==> src/rtl/alu_seq.sv <==
// Registered, valid/ready-handshaked ALU with carry/overflow/zero flags and signed SLT.
// Define ALU_MUL_EN to add the multi-cycle shift-add multiply on opcode 3'b011.
module alu_seq #(
    parameter int WIDTH = 16
) (
    input  logic             clk,
    input  logic             rst_n,
    input  logic             in_valid,
    output logic             in_ready,
    input  logic [WIDTH-1:0] a,
    input  logic [WIDTH-1:0] b,
    input  logic [2:0]       f,
    output logic             out_valid,
    input  logic             out_ready,
    output logic [WIDTH-1:0] y,
    output logic [WIDTH-1:0] y_hi,
    output logic             zero,
    output logic             carry_out,
    output logic             overflow
);
    localparam int W = WIDTH;

    typedef enum logic [1:0] {
        S_IDLE = 2'd0,
        S_DONE = 2'd1
`ifdef ALU_MUL_EN
        , S_MUL = 2'd2
`endif
    } state_t;

    state_t state_q, state_d;
    logic   accept;
    logic   is_mul;

    assign accept = in_valid && in_ready;

`ifdef ALU_MUL_EN
    localparam int CW = $clog2(W);

    logic [W-1:0]   a_q, a_d;
    logic [2*W-1:0] p_q, p_d;
    logic [CW-1:0]  cnt_q, cnt_d;
    logic [W:0]     mul_sum;
    logic [2*W-1:0] p_step;
    logic           mul_last;

    assign is_mul   = (f == 3'b011);
    assign mul_last = (cnt_q == CW'(W - 1));
    // Upper half accumulates the multiplicand; the product shifts right past the multiplier.
    assign mul_sum  = {1'b0, p_q[2*W-1:W]} + (p_q[0] ? {1'b0, a_q} : {(W+1){1'b0}});
    assign p_step   = {mul_sum, p_q[W-1:1]};
`else
    assign is_mul = 1'b0;
`endif

    // State register
    always_ff @(posedge clk or negedge rst_n) begin
        if (!rst_n) state_q <= S_IDLE;
        else        state_q <= state_d;
    end

    // Next state
    always_comb begin
        state_d = state_q;
        case (state_q)
            S_IDLE, S_DONE: begin
                if (accept) begin
`ifdef ALU_MUL_EN
                    state_d = is_mul ? S_MUL : S_DONE;
`else
                    state_d = S_DONE;
`endif
                end else if (state_q == S_DONE && out_ready) begin
                    state_d = S_IDLE;
                end
            end
`ifdef ALU_MUL_EN
            S_MUL: if (mul_last) state_d = S_DONE;
`endif
            default: state_d = S_IDLE;
        endcase
    end

    // Handshake outputs
    always_comb begin
        in_ready  = 1'b0;
        out_valid = 1'b0;
        case (state_q)
            S_IDLE:  in_ready = rst_n;
            S_DONE: begin
                in_ready  = rst_n && out_ready;
                out_valid = 1'b1;
            end
            default: in_ready = 1'b0;
        endcase
    end

    logic [W:0]   sum, diff;
    logic [W-1:0] alu_y;
    logic         alu_c, alu_v, ovf_add, ovf_sub;

    assign sum     = {1'b0, a} + {1'b0, b};
    assign diff    = {1'b0, a} - {1'b0, b};
    assign ovf_add = (a[W-1] == b[W-1]) && (sum[W-1] != a[W-1]);
    assign ovf_sub = (a[W-1] != b[W-1]) && (diff[W-1] != a[W-1]);

    always_comb begin
        alu_y = '0;
        alu_c = 1'b0;
        alu_v = 1'b0;
        case (f)
            3'b000: alu_y = a & b;
            3'b001: alu_y = a | b;
            3'b010: begin
                alu_y = sum[W-1:0];
                alu_c = sum[W];
                alu_v = ovf_add;
            end
            3'b100: alu_y = a ^ b;
            3'b101: alu_y = ~(a | b);
            3'b110: begin
                alu_y = diff[W-1:0];
                alu_c = ~diff[W];
                alu_v = ovf_sub;
            end
            3'b111: alu_y = {{(W-1){1'b0}}, diff[W-1] ^ ovf_sub};
            default: alu_y = '0;
        endcase
    end

    logic [W-1:0] y_q, y_d, y_hi_q, y_hi_d;
    logic         zero_q, zero_d, carry_q, carry_d, ovf_q, ovf_d;

    always_comb begin
        y_d     = y_q;
        y_hi_d  = y_hi_q;
        zero_d  = zero_q;
        carry_d = carry_q;
        ovf_d   = ovf_q;
        if (accept && !is_mul) begin
            y_d     = alu_y;
            y_hi_d  = '0;
            zero_d  = (alu_y == '0);
            carry_d = alu_c;
            ovf_d   = alu_v;
        end
`ifdef ALU_MUL_EN
        else if (state_q == S_MUL && mul_last) begin
            y_d     = p_step[W-1:0];
            y_hi_d  = p_step[2*W-1:W];
            zero_d  = (p_step == '0);
            carry_d = |p_step[2*W-1:W];
            ovf_d   = 1'b0;
        end
`endif
    end

    always_ff @(posedge clk or negedge rst_n) begin
        if (!rst_n) begin
            y_q     <= '0;
            y_hi_q  <= '0;
            zero_q  <= 1'b0;
            carry_q <= 1'b0;
            ovf_q   <= 1'b0;
        end else begin
            y_q     <= y_d;
            y_hi_q  <= y_hi_d;
            zero_q  <= zero_d;
            carry_q <= carry_d;
            ovf_q   <= ovf_d;
        end
    end

`ifdef ALU_MUL_EN
    always_comb begin
        a_d   = a_q;
        p_d   = p_q;
        cnt_d = cnt_q;
        if (accept && is_mul) begin
            a_d   = a;
            p_d   = {{W{1'b0}}, b};
            cnt_d = '0;
        end else if (state_q == S_MUL) begin
            p_d   = p_step;
            cnt_d = cnt_q + 1'b1;
        end
    end

    always_ff @(posedge clk or negedge rst_n) begin
        if (!rst_n) begin
            a_q   <= '0;
            p_q   <= '0;
            cnt_q <= '0;
        end else begin
            a_q   <= a_d;
            p_q   <= p_d;
            cnt_q <= cnt_d;
        end
    end
`endif

    assign y         = y_q;
    assign y_hi      = y_hi_q;
    assign zero      = zero_q;
    assign carry_out = carry_q;
    assign overflow  = ovf_q;
endmodule

==> config.mk <==
export PLATFORM = sky130hd
export DESIGN_NAME = alu_seq
export DESIGN_NICKNAME = d
export VERILOG_FILES = /design/src/rtl/alu_seq.sv
export SDC_FILE = /design/constraint.sdc
export NUM_CORES = 1
export LEC_CHECK = 0
export CAP_MARGIN = 10
export CORE_AREA = 2 2 94 96
export CTS_CLUSTER_DIAMETER = 40
export DETAILED_ROUTE_END_ITERATION = 7
export DIE_AREA = 0 0 96 98
export PLACE_DENSITY = 0.7
export SLEW_MARGIN = 0
export SYNTH_ARGS = -nofsm -noshare
export SYNTH_HDL_FRONTEND = slang
export SYNTH_SLANG_ARGS = --single-unit
==> constraint.sdc <==
create_clock -name clk -period 4.32 [get_ports clk]
set_input_delay 0.864 -clock clk [delete_from_list [all_inputs] [get_ports clk]]
set_output_delay 0.864 -clock clk [all_outputs]
set_load 0.01 [all_outputs]
==> results.cfg <==
[status]
status = finished clean

[worst_hold_path]
worstHoldEndpoint = y[5]
hp-class = reg -> reg
hold_start = y[5]
holdPathStages = 2

[detailed_routing]
route.detailed.drc = 0
avgViaCountPerCell = 5.48
wl_mm = 10.3
avgRoutedWirePerCell_microns = 14.4
final_antenna_net_count = 0
dr.first_iter.drc_count = 275
num_vias = 3937
dr.pass1.iters = 5

[synth]
synthXorXnorAreaFrac_pct = 1.42
synthAdderAreaFrac_pct = 18.2
synth.most_common_cell = nor2_1
synth_compound_area_share_pct = 30.1
syn_inst = 507
synth_top_family_by_area = compound AO/OA/AOI/OAI gates
synthArstFlopShare_pct = 100
netlist-cell-type-count = 73
synth_area_per_cell_sq_um = 7.29
synth_top_cell_area_share_pct = 16.6
synth_mux_area_share_pct = 3.93
synthSimpleGateAreaFrac_pct = 20.0
synth_area_leaders = ha_1 (17%), dfrtp_1 (14%), a21oi_1 (6.0%)
ys.flop_type = dfrtp_1
syn_area_sq_um = 3690
synth_common_cells = nor2_1 (55), ha_1 (49), inv_1 (49)
synth_edf_count = 0
ys_ff_latch = 20
yosysWarnings = 0
synth_top_area_cell = ha_1
ys_seq_area_share_pct = 13.6

[critical_path]
r2r_start = state_q[0]
r2r-end = zero
rrSetupSlack_ns = 2.18
crit_chain = clkdlybuf4s50_1 -> inv_1 -> ha_1 -> buf_4 -> o21a_1 -> a31o_4 -> or2_2 -> a21oi_2 -> or2_4 -> fa_1 -> inv_1 -> mux2i_1 -> a21oi_2 -> a21oi_2 -> nand4_1 -> nor4_1 -> nand4b_1 -> a211oi_2 -> a31o_1
critPathCaptureType = register
critical_path.slowest_cell = clkdlybuf4s50_1
critical_path_class = in -> reg
worstPathMaxFanout = 9
crit_path_frequent_cell = a21oi_2
arrival_ns = 4.33
cp_slowest_stage_delay_ns = 0.48
rr_worst_depth = 10
critPathRequiredTime_ns = 4.52
cp-start-kind = input pin

[pwr]
power.switching_mw = 0.396
ir_drop_mv = 0.106
cell_internal_pwr_mw = 0.600
clkPwrFrac_pct = 13.9
p_leak_nw = 2.33
pwr-share-comb_pct = 62.0
cellPowerDensity_nw_per_um2 = 203
power_frac_seq_pct = 24.1
sw_frac_of_total_pct = 39.8
total_power_mw = 0.996

[global_route]
grtUsageMet1_pct = 30.2
grt_util_met2_pct = 36.1
grt_pass1_wl_mm = 16.8
grt_use_total_pct = 21.5
use_met3_pct = 1.00
antenna_found_initial = 0
top_usage_layer = met2
grt_max_degree = 27
grt_pass1_vias = 3689
gr-total-overflow = 0

[final_layout]
drive_gt1_share_pct = 18.0
antennaDiodeCount = 0
final_nets = 702
fin_util_pct = 57.8
final_cells = 718
fin_area_sq_um = 4900
fillCellCount = 791
syn2layout_area_growth_pct = 32.6

[clocking]
cts_tree = done
clkTransAtPathRegs_ns = 0.07
insertion_delay_ns = 0.25
root_buffer = clkbuf_8
numClockSinks = 20
cts_hold_buffers = 0
cts.path.max_buffers = 2
htreeDepth = 1
cts_setup_buffers = 0
numCtsBuffers = 3

[place]
port_buffers = 59
place.gp.congestion = 0.930
place_area_sq_um = 4700
pre_cts_slack_ns = -0.358
dp.cells = 714
place_hpwl_mm = 8.40

[timing]
finalCritPeriodShare_pct = 95.6
rsz0062_at_grt = false
setup_violations = 0
final.setup.tns_ns = 0
fmax_ghz = 0.242
setup_ws_ns = 0.191
period_minus_slack_ns = 4.13
slew_violations = 0
fin_skew_ns = 0.00325
hold_violations = 0
whs_ns = 0.476

[floorplan]
chipWidth_microns = 96
initial_core_util_pct = 43.6
pin_count = 76
num_rows = 34
die_height_microns = 98
dieArea_sq_um = 9410
core_sq_um = 8470

[flow_run]
cap_violations = 0
## sequential cells by signal, indices dropped and copies added (netlist names)
| signal | count |
|---|---|
| overflow | 1 |
| zero | 1 |
| carry_out | 1 |
| y | 16 |
| state_q | 1 |
## power groups by stage
stage / clock (mW) / sequential, mW / combinational (mW)
2_1_floorplan: 0 / 0.259 / 0.329
3_3_place_gp: 0 / 0.242 / 0.574
3_5_place_dp: 0 / 0.244 / 0.585
4_1_cts: 0.140 / 0.241 / 0.591
5_1_grt: 0.148 / 0.244 / 0.677
6_report: 0.139 / 0.240 / 0.617
## cell families (layout without fill, tap and decap cells)
family / Yosys count / after routing
XOR/XNOR: 6 / 6
buffers and inverters: 92 / 180
AO/OA/AOI/OAI: 163 / 163
AND/OR/NAND/NOR: 159 / 159
other: 1 / 16
multiplexers: 14 / 14
flip-flops: 20 / 20
adder cells (fa/ha/maj): 52 / 52
## layout make-up
type,count,area (sq um),area share (%)
inverter,51,191,3.91
clock buffer,4,55.1,1.12
timing repair buffer,125,1100,22.4
multi-input combinational,410,2920,59.6
tap,108,135,2.76
sequential,20,500,10.2
## cells in the final DEF (no fill, tap or decap), types with 4 or more instances in the layout
cell type	instances
conb_1	16
nor4_1	4
a311oi_1	5
a31oi_1	5
clkbuf_8	4
a211oi_1	10
dfrtp_1	20
nor2b_1	4
nand2b_1	12
o211ai_1	8
nor2_1	55
a211o_1	5
o21ai_1	10
mux2i_1	10
ha_4	5
dlymetal6s2s_1	5
a21o_1	7
a21oi_1	41
ha_1	42
clkdlybuf4s50_1	54
nand3_1	8
inv_1	43
o21ai_0	21
inv_2	8
nor3_1	5
nand2_1	47
buf_4	66
a21oi_2	6
## worst max-delay path by stage
stage	start	end	slack, ns	cells after the start
floorplan	a[1]	zero	0.37	20
global placement	a[1]	zero	-0.23	21
detailed placement	a[1]	zero	-0.36	21
CTS	a[1]	zero	0.01	21
global route	a[2]	zero	0.01	21
finish	a[10]	zero	0.19	19
## critical path, delay by kind of cell
kind	cells	cell delay, ns
AOI/OAI and AO/OA	7	1.13
and+or+nand+nor	5	0.91
adders and majority gates	2	0.49
buffers and inverters	4	0.76
muxes	1	0.16
## repair_timing
action / in CTS / in global routing
pin swaps: 3 / 13
gates resized for setup: 3 / 28
endpoints found under the setup margin: 1 / 1
hold endpoints to repair: 0 / 0
## routing by layer
layer  share of wire [%]  vias to the layer above
li1                    -                     1952
met1                  46                     1826
met2                  47                      144
met3                 5.1                       15
met4                 1.5                        0
met5                   0                        -
Note: power is estimated with default switching activity, not from simulation.
